### src/rtl/tl_arbiter_a_if.sv
// tl_arbiter_a_if: per-master A-channel requests and the merged slave-side A port
interface tl_arbiter_a_if #(
    parameter int MASTER_NUM = 2,
    parameter int SOURCE_W   = 8,
    parameter int BEAT_W     = 4,
    parameter int IDX_W      = 2
);
    logic [MASTER_NUM-1:0]               inp_valid_i;
    logic [MASTER_NUM-1:0]               inp_ready_o;
    logic [MASTER_NUM-1:0][SOURCE_W-1:0] inp_source_i;
    logic [MASTER_NUM-1:0][BEAT_W-1:0]   inp_beats_i;
    logic                                oup_valid_o;
    logic                                oup_ready_i;
    logic [SOURCE_W-1:0]                 oup_source_o;
    logic [IDX_W-1:0]                    oup_sel_o;

    modport master (
        output inp_valid_i, inp_source_i, inp_beats_i, oup_ready_i,
        input  inp_ready_o, oup_valid_o, oup_source_o, oup_sel_o
    );

    modport slave (
        input  inp_valid_i, inp_source_i, inp_beats_i, oup_ready_i,
        output inp_ready_o, oup_valid_o, oup_source_o, oup_sel_o
    );
endinterface

### src/rtl/tl_arbiter_a.sv
// tl_arbiter_a: round-robin TileLink A-channel arbiter that locks the grant for a whole message
module tl_arbiter_a #(
    parameter int MASTER_NUM = 2,
    parameter int SOURCE_LSB = 4,
    parameter int SOURCE_MSB = 6,
    parameter int BEAT_W     = 4,
    parameter int SOURCE_W   = 8
) (
    input logic          clk_i,
    input logic          rst_i,
    tl_arbiter_a_if.slave bus
);
    localparam int IDX_W = SOURCE_MSB - SOURCE_LSB;

    if (MASTER_NUM < 2 || MASTER_NUM > (1 << IDX_W) || SOURCE_MSB > SOURCE_W) begin : g_bad_cfg
        $error("tl_arbiter_a: MASTER_NUM must be 2..2**(SOURCE_MSB-SOURCE_LSB) and the index field must fit in the source");
    end

    typedef enum logic [1:0] {IDLE, HOLD, BURST} state_e;

    state_e              state_q, state_d;
    logic [IDX_W-1:0]    rr_ptr_q, rr_ptr_d;
    logic [IDX_W-1:0]    gnt_idx_q, gnt_idx_d;
    logic [BEAT_W-1:0]   beat_cnt_q, beat_cnt_d;
    logic [IDX_W-1:0]    scan_idx, hi_idx, lo_idx, g;
    logic                hi_hit, lo_hit, g_valid, fire;
    logic [SOURCE_W-1:0] g_src;
    logic [BEAT_W-1:0]   g_beats;

    function automatic logic [IDX_W-1:0] wrap_inc(input logic [IDX_W-1:0] i);
        return (i == IDX_W'(MASTER_NUM - 1)) ? '0 : i + 1'b1;
    endfunction

    // Pick the first requester at or above rr_ptr, falling back to the lowest one to wrap at MASTER_NUM
    always_comb begin
        hi_hit = 1'b0;
        lo_hit = 1'b0;
        hi_idx = rr_ptr_q;
        lo_idx = rr_ptr_q;
        for (int i = MASTER_NUM - 1; i >= 0; i--) begin
            if (bus.inp_valid_i[i]) begin
                lo_hit = 1'b1;
                lo_idx = IDX_W'(i);
                if (IDX_W'(i) >= rr_ptr_q) begin
                    hi_hit = 1'b1;
                    hi_idx = IDX_W'(i);
                end
            end
        end
        scan_idx = hi_hit ? hi_idx : lo_hit ? lo_idx : rr_ptr_q;
    end

    // Combinational pass-through of the granted master; the grant is frozen outside IDLE
    always_comb begin
        g       = (state_q == IDLE) ? scan_idx : gnt_idx_q;
        g_valid = 1'b0;
        g_src   = '0;
        g_beats = '0;
        bus.inp_ready_o = '0;
        for (int i = 0; i < MASTER_NUM; i++) begin
            if (g == IDX_W'(i)) begin
                g_valid = bus.inp_valid_i[i];
                g_src   = bus.inp_source_i[i];
                g_beats = bus.inp_beats_i[i];
                bus.inp_ready_o[i] = !rst_i && bus.oup_ready_i;
            end
        end
        bus.oup_valid_o  = !rst_i && g_valid;
        bus.oup_sel_o    = g;
        bus.oup_source_o = g_src;
        bus.oup_source_o[SOURCE_MSB-1:SOURCE_LSB] = g;
        fire = bus.oup_valid_o && bus.oup_ready_i;
    end

    // Arbitration FSM: a stalled beat holds the grant, a multi-beat message locks it until the last beat
    always_comb begin
        state_d    = state_q;
        rr_ptr_d   = rr_ptr_q;
        gnt_idx_d  = gnt_idx_q;
        beat_cnt_d = beat_cnt_q;
        case (state_q)
            IDLE: begin
                if (fire && g_beats == '0) begin
                    rr_ptr_d = wrap_inc(g);
                end else if (fire) begin
                    state_d    = BURST;
                    gnt_idx_d  = g;
                    beat_cnt_d = g_beats;
                end else if (bus.oup_valid_o) begin
                    state_d   = HOLD;
                    gnt_idx_d = g;
                end
            end
            HOLD: begin
                if (fire && g_beats == '0) begin
                    state_d  = IDLE;
                    rr_ptr_d = wrap_inc(gnt_idx_q);
                end else if (fire) begin
                    state_d    = BURST;
                    beat_cnt_d = g_beats;
                end
            end
            BURST: begin
                if (fire) begin
                    beat_cnt_d = beat_cnt_q - 1'b1;
                    if (beat_cnt_q == BEAT_W'(1)) begin
                        state_d  = IDLE;
                        rr_ptr_d = wrap_inc(gnt_idx_q);
                    end
                end
            end
            default: state_d = IDLE;
        endcase
    end

    // Arbitration state registers
    always_ff @(posedge clk_i) begin
        if (rst_i) begin
            state_q    <= IDLE;
            rr_ptr_q   <= '0;
            gnt_idx_q  <= '0;
            beat_cnt_q <= '0;
        end else begin
            state_q    <= state_d;
            rr_ptr_q   <= rr_ptr_d;
            gnt_idx_q  <= gnt_idx_d;
            beat_cnt_q <= beat_cnt_d;
        end
    end

    a_sel_stable: assert property (@(posedge clk_i) disable iff (rst_i)
        state_q != IDLE |-> (bus.oup_sel_o == gnt_idx_q && gnt_idx_d == gnt_idx_q));
    a_no_underflow: assert property (@(posedge clk_i) disable iff (rst_i)
        (state_q == BURST && fire) |-> beat_cnt_q != '0);
    a_ready_onehot: assert property (@(posedge clk_i) $onehot0(bus.inp_ready_o));
endmodule

### src/flat_wrapper.sv
// flat-port wrapper written by rule: the top's interface ports become plain ports
module tl_arbiter_a_flat 
#(
    parameter int MASTER_NUM = 2,
    parameter int SOURCE_LSB = 4,
    parameter int SOURCE_MSB = 6,
    parameter int BEAT_W     = 4,
    parameter int SOURCE_W   = 8
)
  (clk_i, rst_i, bus_inp_valid_i, bus_inp_source_i, bus_inp_beats_i, bus_oup_ready_i, bus_inp_ready_o, bus_oup_valid_o, bus_oup_source_o, bus_oup_sel_o);
  tl_arbiter_a_if #(.MASTER_NUM(MASTER_NUM), .SOURCE_W(SOURCE_W), .BEAT_W(BEAT_W), .IDX_W((2))) bus_i ();
  input logic clk_i;
  input logic rst_i;
  input wire logic [$bits(bus_i.inp_valid_i)-1:0] bus_inp_valid_i;
  input wire logic [$bits(bus_i.inp_source_i)-1:0] bus_inp_source_i;
  input wire logic [$bits(bus_i.inp_beats_i)-1:0] bus_inp_beats_i;
  input wire logic [$bits(bus_i.oup_ready_i)-1:0] bus_oup_ready_i;
  output wire logic [$bits(bus_i.inp_ready_o)-1:0] bus_inp_ready_o;
  output wire logic [$bits(bus_i.oup_valid_o)-1:0] bus_oup_valid_o;
  output wire logic [$bits(bus_i.oup_source_o)-1:0] bus_oup_source_o;
  output wire logic [$bits(bus_i.oup_sel_o)-1:0] bus_oup_sel_o;
  assign bus_i.inp_valid_i = bus_inp_valid_i;
  assign bus_i.inp_source_i = bus_inp_source_i;
  assign bus_i.inp_beats_i = bus_inp_beats_i;
  assign bus_i.oup_ready_i = bus_oup_ready_i;
  assign bus_inp_ready_o = bus_i.inp_ready_o;
  assign bus_oup_valid_o = bus_i.oup_valid_o;
  assign bus_oup_source_o = bus_i.oup_source_o;
  assign bus_oup_sel_o = bus_i.oup_sel_o;
  tl_arbiter_a #(.MASTER_NUM(MASTER_NUM), .SOURCE_LSB(SOURCE_LSB), .SOURCE_MSB(SOURCE_MSB), .BEAT_W(BEAT_W), .SOURCE_W(SOURCE_W)) u_core (.clk_i(clk_i), .rst_i(rst_i), .bus(bus_i));
endmodule
### config.mk
export PLATFORM = sky130hd
export DESIGN_NAME = tl_arbiter_a_flat
export DESIGN_NICKNAME = d
export VERILOG_FILES = /design/src/rtl/tl_arbiter_a_if.sv /design/src/rtl/tl_arbiter_a.sv /design/src/flat_wrapper.sv
export SDC_FILE = /design/constraint.sdc
export NUM_CORES = 1
export LEC_CHECK = 0
export ABC_CLOCK_PERIOD_IN_PS = 6500
export CORE_MARGIN = 1.5
export CORE_UTILIZATION = 55
export DETAILED_ROUTE_END_ITERATION = 16
export DONT_BUFFER_PORTS = 1
export PLACE_DENSITY_LB_ADDON = 0.3
export SLEW_MARGIN = 15
export SYNTH_ARGS = -nofsm -noshare
export SYNTH_HDL_FRONTEND = slang
export SYNTH_SLANG_ARGS = --single-unit
### constraint.sdc
create_clock -name clk_i -period 6.5 [get_ports clk_i]
set_clock_uncertainty 0.15 [all_clocks]
set_input_delay 0.65 -clock clk_i [delete_from_list [all_inputs] [get_ports clk_i]]
set_output_delay 0.65 -clock clk_i [all_outputs]
set_load 0.1 [all_outputs]
; ---- After elaboration in Yosys (flattened, before gate mapping)
; Index checks and enable logic that the tools add are counted.
[op_classes]
add_sub_neg = 3
n_lt_le_gt_ge = 2
n_eq_ne = 14
mux = 44
bitwise_logic = 1
n_reduce_logical = 16
[op_table]
columns = operator, n
row1 = 2-bit 2-to-1 mux, 24
row2 = 4-bit 2-to-1 mux, 5
row3 = 8-bit 2-to-1 mux, 2
row4 = 2-bit one-hot mux with 3 select lines, 2
row5 = 1-bit 2-to-1 mux, 10
row6 = 5-bit AND reduction, 2
row7 = 2-bit by 1-bit != test with 1-bit output (second input constant), 4
row8 = 4-bit one-hot mux with 2 select lines, 1
row9 = 2-bit by 1-bit equality test with 1-bit output (second input constant), 3
row10 = 2-bit != test (second input constant), 3
row11 = 2-bit by 1-bit adder with 2-bit output (second input constant), 2
row12 = 4-bit by 1-bit equality test with 1-bit output (second input constant), 1
row13 = 1-bit by 2-bit greater-or-equal comparator with 1-bit output (first input constant), 2
row14 = 1-bit logical AND, 4
row15 = 2-bit logical NOT, 2
row16 = 4-bit logical NOT, 1
row17 = 4-bit AND reduction, 1
row18 = 2-bit nonzero test, 2
row19 = 4-bit by 1-bit subtractor with 4-bit output (second input constant), 1
row20 = 3-bit by 1-bit != test with 1-bit output (second input constant), 1
row21 = 3-bit by 2-bit != test with 1-bit output (second input constant), 1
row22 = 3-bit AND reduction, 1
row23 = 3-bit nonzero test, 1
row24 = 2-bit equality test (second input constant), 1
row25 = other kinds (3), 3
[totals]
ff_bits = 10
input_bits = 29
output_inout_bits = 13
word_cells = 84

; ---- Depth between registers and ports, before layout
; Gate-level depths: netlist of the first run.
[logic_depth]
word_depth = 15
depth_mapped = 10
ltp_nobuf = 9

; ---- Worst setup path before layout of the first run
; OpenSTA, ideal clock, no wires.
[synth_path]
path_kind = input -> output
start = input port bus_inp_valid_i[0]
end = output port bus_oup_source_o[0]
arrival_time_ps = 2978
required_time_ps = 5700
path_slack_ps = 2722
cell_stages = 4
path_buffers = 1
path_cell_list = nand4bb_1 -> nand2_2 -> clkbuf_1 -> nor2_1
[synth_between]
elab_chain_cells = 7
elab_cells_between_ends = 11
classes_between = eq/ne (1) / mux (9) / reduce/logical (1)
[synth_lines]
columns = item, line_no
row1 = start: declaration, flat_wrapper.sv:14  ; input wire logic [$bits(bus_i.inp_valid_i)-1:0] bus_inp_valid_i;
row2 = 2-bit 2-to-1 mux / 1-bit 2-to-1 mux (equally long branches), tl_arbiter_a.sv:41  ; if (bus.inp_valid_i[i]) begin
row3 = 2-bit 2-to-1 mux, tl_arbiter_a.sv:50  ; scan_idx = hi_hit ? hi_idx : lo_hit ? lo_idx : rr_ptr_q;
row4 = 2-bit 2-to-1 mux *, tl_arbiter_a.sv:50
row5 = 2-bit 2-to-1 mux *, tl_arbiter_a.sv:55  ; g = (state_q == IDLE) ? scan_idx : gnt_idx_q;
row6 = via bus_oup_sel_o[1], flat_wrapper.sv:21  ; output wire logic [$bits(bus_i.oup_sel_o)-1:0] bus_oup_sel_o;
row7 = 2-bit logical NOT, tl_arbiter_a.sv:61  ; if (g == IDX_W'(i)) begin
row8 = 8-bit 2-to-1 mux, tl_arbiter_a.sv:61
row9 = 8-bit 2-to-1 mux *, tl_arbiter_a.sv:61
row10 = end: declaration, flat_wrapper.sv:20  ; output wire logic [$bits(bus_i.oup_source_o)-1:0] bus_oup_source_o;
; The timed path passes the listed nets; every way through them passes the cells marked *.

; ---- Final worst setup path of the first run
[layout_path]
start = register u_core.state_q[0]
end = output port bus_oup_source_o[1]
[layout_between]
elab_chain_cells = 5
elab_cells_between_ends = 6
classes_between = eq/ne (1) / mux (3) / reduce/logical (2)
[layout_lines]
columns = item, line_no
row1 = start: declaration, tl_arbiter_a.sv:21  ; state_e state_q, state_d;
row2 = start signal: assignment, tl_arbiter_a.sv:124  ; state_q <= state_d;
row3 = 2-bit logical NOT *, tl_arbiter_a.sv:55
row4 = 2-bit 2-to-1 mux *, tl_arbiter_a.sv:55
row5 = via bus_oup_sel_o[0], flat_wrapper.sv:21
row6 = 2-bit logical NOT, tl_arbiter_a.sv:61
row7 = 8-bit 2-to-1 mux, tl_arbiter_a.sv:61
row8 = 8-bit 2-to-1 mux *, tl_arbiter_a.sv:61
; Marks and branches as above.

==> results.ini, run 1 <==
[logic_synthesis]
ys.flop_type = dfxtp_1
synthCells = 134
synth_seq_cells = 10
syn-cell-area_um2 = 1060
synth_nets = 169
synth_cell_types = 50
synth_area_leaders = dfxtp_1 19%, mux2i_1 9.4%, ha_1 7.1%
synth_top_area_share_pct = 18.8
yosysWarnings = 0
avgSynthCellArea_um2 = 7.94
synth_top_area_cell = dfxtp_1
synth-edff-count = 0
async_flop_share_pct = 0
seq_area_frac_synth_pct = 18.8

[timing]
fin_setup_tns_ns = 0
finalHoldViolCount = 0
max_freq_mhz = 238
rsz0062_at_grt = no
drv_slew = 0
relSlewSlack_pct = 27.8
worstMarginPinSlew_ns = 1.08
finalCritPeriodShare_pct = 64.7
whs_ns = 0.302
fin_ws_ns = 2.30
period_needed_ns = 4.20
finalSetupViolCount = 0

[finish]
final_cell_mix = 11 x inv_1, 10 x nor3_1, 10 x mux2i_1, 10 x dfxtp_1
area_growth_syn_to_layout_pct = 4.82
final_cells = 157
drive_above_1_share_pct = 18.9
final_common_cell = inv_1
diodes = 0
nets = 168

[cts]
clk_latency_ns = 0.26
tritoncts = built
cts_buffers = 3
htreeDepth = 1
path_clk_slew_ns = 0.06
hold_buffers = 0
clockRootBuffer = clkbuf_4
cts_setup_buffers = 0
ctsResizeCount = 0
clock-sinks = 10
clockBufferDepth = 2

[floorplan]
die_h_um = 47.0
die_area_um2 = 2210
die_w_um = 47.0
coreArea_um2 = 1760
initial_core_util_pct = 60.3
ios = 42
std_cell_rows = 15

[route]
drt_iter0_drc = 37
vias_per_cell = 6.43
antenna_left = 0
post-route-drc-count = 0
wl_per_cell_um = 15.3
vias = 1010
drt_first_pass_iters = 4
wl_um = 2400

[global_route]
grt_pass1_vias = 896
grt_max_degree = 17
antenna_found_initial = 0
overflow = 0
grtUsageTotal_pct = 23.5
grt_pass1_wl_um = 3670

[critical_path]
worstPathCellList = inv_1 -> ha_1 -> a31o_4 -> clkinv_2 -> mux2i_1 -> nor2_2
critPathRequiredTime_ns = 5.70
cp.arrival_ns = 3.40
max_stage_delay_ns = 0.85
worstSetupPathType = flop to primary output
end_kind = primary output
worst_path_max_delay_cell = nor2_2
start_kind = flop
reg2reg_depth = 8
worstPathMaxFanout = 16

[placed_design]
dp_cells = 153
dp_hpwl_um = 1950
post-place-ws_ns = 2.60
gp_congestion = 0.885
port_buffers = 0

[hold_path]
whs_path_depth = 1
hold_path.class = input pin to flop

[run]
cap_violations = 0

[power]
vdd.ir_drop.worst_v = 0.000401
p_per_area_nw_per_um2 = 609
p_leak_nw = 0.427

[run_status]
status = complete, no violations

through the flow:
| step | instance area (µm²) | utilization, % | power (mW) |
|---|---|---|---|
| global placement | 1080 | 61.1 | 0.614 |
| CTS | 1110 | 63.2 | 0.681 |
| floorplan | 1060 | - | 0.582 |
| finish | 1110 | 63.2 | 0.679 |
| global route | 1110 | 63.2 | 0.724 |
| detailed placement | 1080 | 61.1 | 0.624 |
critical path: cells and delay by family, from the launching register on:
kind	cells	cell delay [ns]
AND/OR/NAND/NOR	1	0.85
adder cells (fa/ha/maj)	1	0.47
flip-flops	1	0.32
multiplexers	1	0.33
AO/OA/AOI/OAI	1	0.29
buffers and inverters	2	0.86
power by group:
part | leakage, nW | total, mW | switching (mW) | internal, mW
sequential | 0.0819 | 0.0947 | 0.0160 | 0.0788
clock | 0.0210 | 0.0537 | 0.0198 | 0.0340
combinational | 0.324 | 0.530 | 0.401 | 0.129
synth_stat cells (3+ instances only):
cell type,count
ha_1,6
nand2_1,6
o31ai_1,3
dfxtp_1,10
nand2b_1,3
o21ai_0,4
nor3_1,10
inv_1,11
mux2i_1,10
nor2_1,14
a21oi_1,8
cell families after synthesis:
logic type | Yosys count | synth area share (%)
buf+inv | 19 | 8.47
mux | 11 | 11.5
compound gates | 34 | 24.6
simple gates | 53 | 28.7
xor+xnor | 1 | 0.824
flops | 10 | 18.8
fa+ha+maj | 6 | 7.06
layout make-up:
| type | instances | area, µm² |
|---|---|---|
| Clock buffer | 4 | 36.3 |
| Fill cell | 163 | 649 |
| Inverter | 12 | 46.3 |
| Multi-Input combinational cell | 105 | 793 |
| Sequential cell | 10 | 200 |
| Tap cell | 25 | 31.3 |
| Timing Repair Buffer | 1 | 7.51 |
routing by layer:
metal | vias up | share of wire, % | GRT usage, %
met1 | 452 | 42 | 30.8
met4 | 0 | 0.75 | 8.89
met2 | 61 | 46 | 38.9
li1 | 495 | - | -
met3 | 2 | 11 | 3.85
met5 | - | 0 | 0
sequential cells by signal, indices dropped and copies added (netlist names):
name and count:
u_core.beat_cnt_q 4, u_core.state_q 2, u_core.rr_ptr_q 2, u_core.gnt_idx_q 2
final timing paths:
check,end,start,slack [ns]
worst max register to register,u_core.beat_cnt_q[0],u_core.state_q[0],3.19
worst min register to register,u_core.beat_cnt_q[0],u_core.beat_cnt_q[0],0.37
worst max-delay path,bus_oup_source_o[1],u_core.state_q[0],2.30
worst min-delay path,u_core.gnt_idx_q[0],rst_i,0.30
Note: power is estimated with default switching activity, not from simulation.
==> run 2: changes to the inputs <==
Settings changed: ABC_CLOCK_PERIOD_IN_PS 6500 to 3600.
Clock period 6.5 ns to 3.6 ns, I/O delays scaled along.
==> run 2 against run 1 <==
Against the previous run: total power is 91% higher; via count rose by 4.2%; register-to-register slack got worse by 2.2 ns; highest routed layer unchanged.
==> results.ini, run 2 (synthesized netlist as in run 1, its figures left out) <==
[cts]
clk_latency_ns = 0.27  ; about the same
tritoncts = built
clockRootBuffer = clkbuf_4
cts_buffers = 3  ; unchanged
clockBufferDepth = 2  ; unchanged
clock-sinks = 10  ; unchanged
path_clk_slew_ns = 0.06  ; about the same
htreeDepth = 1  ; unchanged

[timing]
worstMarginPinSlew_ns = 0.670  ; -0.411 ns
rsz0062_at_grt = no
fin_ws_ns = 0.604  ; -1.69 ns
drv_slew = 0  ; unchanged
max_freq_mhz = 334
finalSetupViolCount = 0  ; unchanged
finalHoldViolCount = 0  ; unchanged
relSlewSlack_pct = 55.3  ; +28 points
fin_setup_tns_ns = 0  ; unchanged
finalCritPeriodShare_pct = 83.2
period_needed_ns = 3.00

[placed_design]
post-place-ws_ns = 0.906  ; -1.69 ns
placed_area_um2 = 1170  ; +8.1%
gp_congestion = 0.849  ; -4.1%
port_buffers = 0  ; unchanged
dp_hpwl_um = 1980  ; +1.9%

[floorplan]
ios = 42  ; unchanged
coreArea_um2 = 1760  ; unchanged
std_cell_rows = 15  ; unchanged
die_w_um = 47.0  ; unchanged
initial_core_util_pct = 60.3  ; unchanged
die_h_um = 47.0  ; unchanged
die_area_um2 = 2210  ; unchanged

[critical_path]
worst_path_max_delay_cell = buf_4
worstPathMaxFanout = 16  ; unchanged
critPathRequiredTime_ns = 3.09  ; -2.61 ns
cpLargestDelayFamily = buffers and inverters
start_kind = flop
worstSetupPathType = flop to primary output
max_stage_delay_ns = 0.56  ; -0.29 ns
crit_top_cell = buf_4
worstPathCellList = inv_1 -> ha_1 -> nand4bb_1 -> nand2_2 -> buf_4 -> nor2_2 -> buf_4
crit_buf_inv = 3  ; +1
cp.arrival_ns = 2.49  ; -0.91 ns
end_kind = primary output
reg2reg_depth = 7  ; -1
path_depth = 7  ; +1

[route]
antenna_left = 0  ; unchanged
vias_per_cell = 6.26  ; -2.7%
wl_per_cell_um = 15.1  ; -1.2%
post-route-drc-count = 0  ; unchanged
drt_first_pass_iters = 4  ; unchanged
wl_um = 2540  ; +5.7%
vias = 1052  ; +4.2%
drt_iter0_drc = 54  ; +46%

[run]
cap_violations = 0  ; unchanged

[hold_path]
hold_path.class = input pin to flop
whs_path_depth = 1  ; unchanged

[global_route]
grt_pass1_vias = 909  ; +1.5%
overflow = 0  ; unchanged
grt_pass1_wl_um = 3730  ; +1.5%
grtUsageTotal_pct = 23.7  ; +0.12 points
grt_max_degree = 17  ; unchanged
antenna_found_initial = 0  ; unchanged

[finish]
final_cell_mix = 11 x inv_1, 10 x nor3_1, 10 x mux2i_1, 10 x buf_4, 10 x dfxtp_1
final_area_um2 = 1210  ; +8.8%
drive_above_1_share_pct = 24.5  ; +5.5 points
nets = 179  ; +6.5%
area_growth_syn_to_layout_pct = 14.0
largest_reg_flops = 4  ; unchanged
diodes = 0  ; unchanged
regMostFlops = u_core.beat_cnt_q
final_common_cell = inv_1
fin_util_pct = 68.7  ; +5.5 points

[power]
seq_power_share_pct = 13.2  ; -0.8 points
p_leak_nw = 0.485  ; +13%
clockPowerShare_pct = 7.7  ; -0.2 points
power.share.switching_pct = 62.1  ; -2.2 points
internal_power_mw = 0.491  ; +100%
p_switching_mw = 0.806  ; +85%
pwr-share-comb_pct = 79.1  ; +1.0 points
p_per_area_nw_per_um2 = 1070  ; +76%
vdd.ir_drop.worst_v = 0.000606  ; +51%

[run_status]
status = complete, no violations

-- run 2: cell types whose count changed in the layout (fill, tap and decap cells not counted) --
cell and change:
buf_4 +9, dlygate4sd3_1 +1, buf_12 +1
-- run 2: worst paths after layout --
check                 startpoint                  end  slack [ns]
min reg2reg  u_core.gnt_idx_q[1]  u_core.gnt_idx_q[1]        0.37
max            u_core.state_q[0]  bus_oup_source_o[1]        0.60
max reg2reg    u_core.state_q[0]   u_core.rr_ptr_q[1]        0.96
min                        rst_i  u_core.gnt_idx_q[1]        0.01
-- run 2: power by group through the flow --
| stage | sequential (mW) | clock [mW] | combinational, mW |
|---|---|---|---|
| floorplan | 0.166 | 0 | 0.886 |
| global placement | 0.171 | 0 | 0.999 |
| detailed placement | 0.173 | 0 | 1.02 |
| CTS | 0.171 | 0.102 | 1.02 |
| global route | 0.176 | 0.108 | 1.09 |
| finish | 0.172 | 0.100 | 1.03 |
-- run 2: area by class of cell --
| cell class | count | area, µm² |
|---|---|---|
| flip-flops and latches | 10 | 200 |
| multi-input cells | 105 | 793 |
| fillers | 144 | 552 |
| clock buffers | 4 | 36.3 |
| repair buffers | 12 | 105 |
| well taps | 25 | 31.3 |
| inverters | 12 | 46.3 |
-- run 2: what timing repair did --
action	4_1_cts	5_1_grt
hold endpoints to repair	0	3
gates resized for setup	0	0
setup buffers	0	0
hold buffers	0	1
-- run 2: layer usage --
layer  vias to the layer above  part of all wire (%)  track usage (%)
met3                         5                   9.4             3.85
met1                       466                    42             30.9
met2                        62                    47             38.4
met4                         0                   1.2             10.6
li1                        519                     -                -
met5                         -                     0                0
-- run 2: through the flow --
| stage | cells | power (mW) | hold slack [ns] |
|---|---|---|---|
| final | 168 | 1.30 | 0.0115 |
| after global placement | 163 | 1.17 | 0.283 |
| after floorplan | 134 | 1.05 | 0.321 |
| after detailed placement | 163 | 1.19 | 0.285 |
| after CTS | 167 | 1.30 | 0.00263 |
| after global routing | 168 | 1.38 | 0.000267 |
-- run 2: worst register-to-register path: cells and delay by family (launching register included) --
family	cells	cell delay [ns]
buffers and inverters	1	0.09
AOI/OAI and AO/OA	2	0.57
DFF	1	0.33
and+or+nand+nor	3	0.89
adders and majority gates	1	0.48
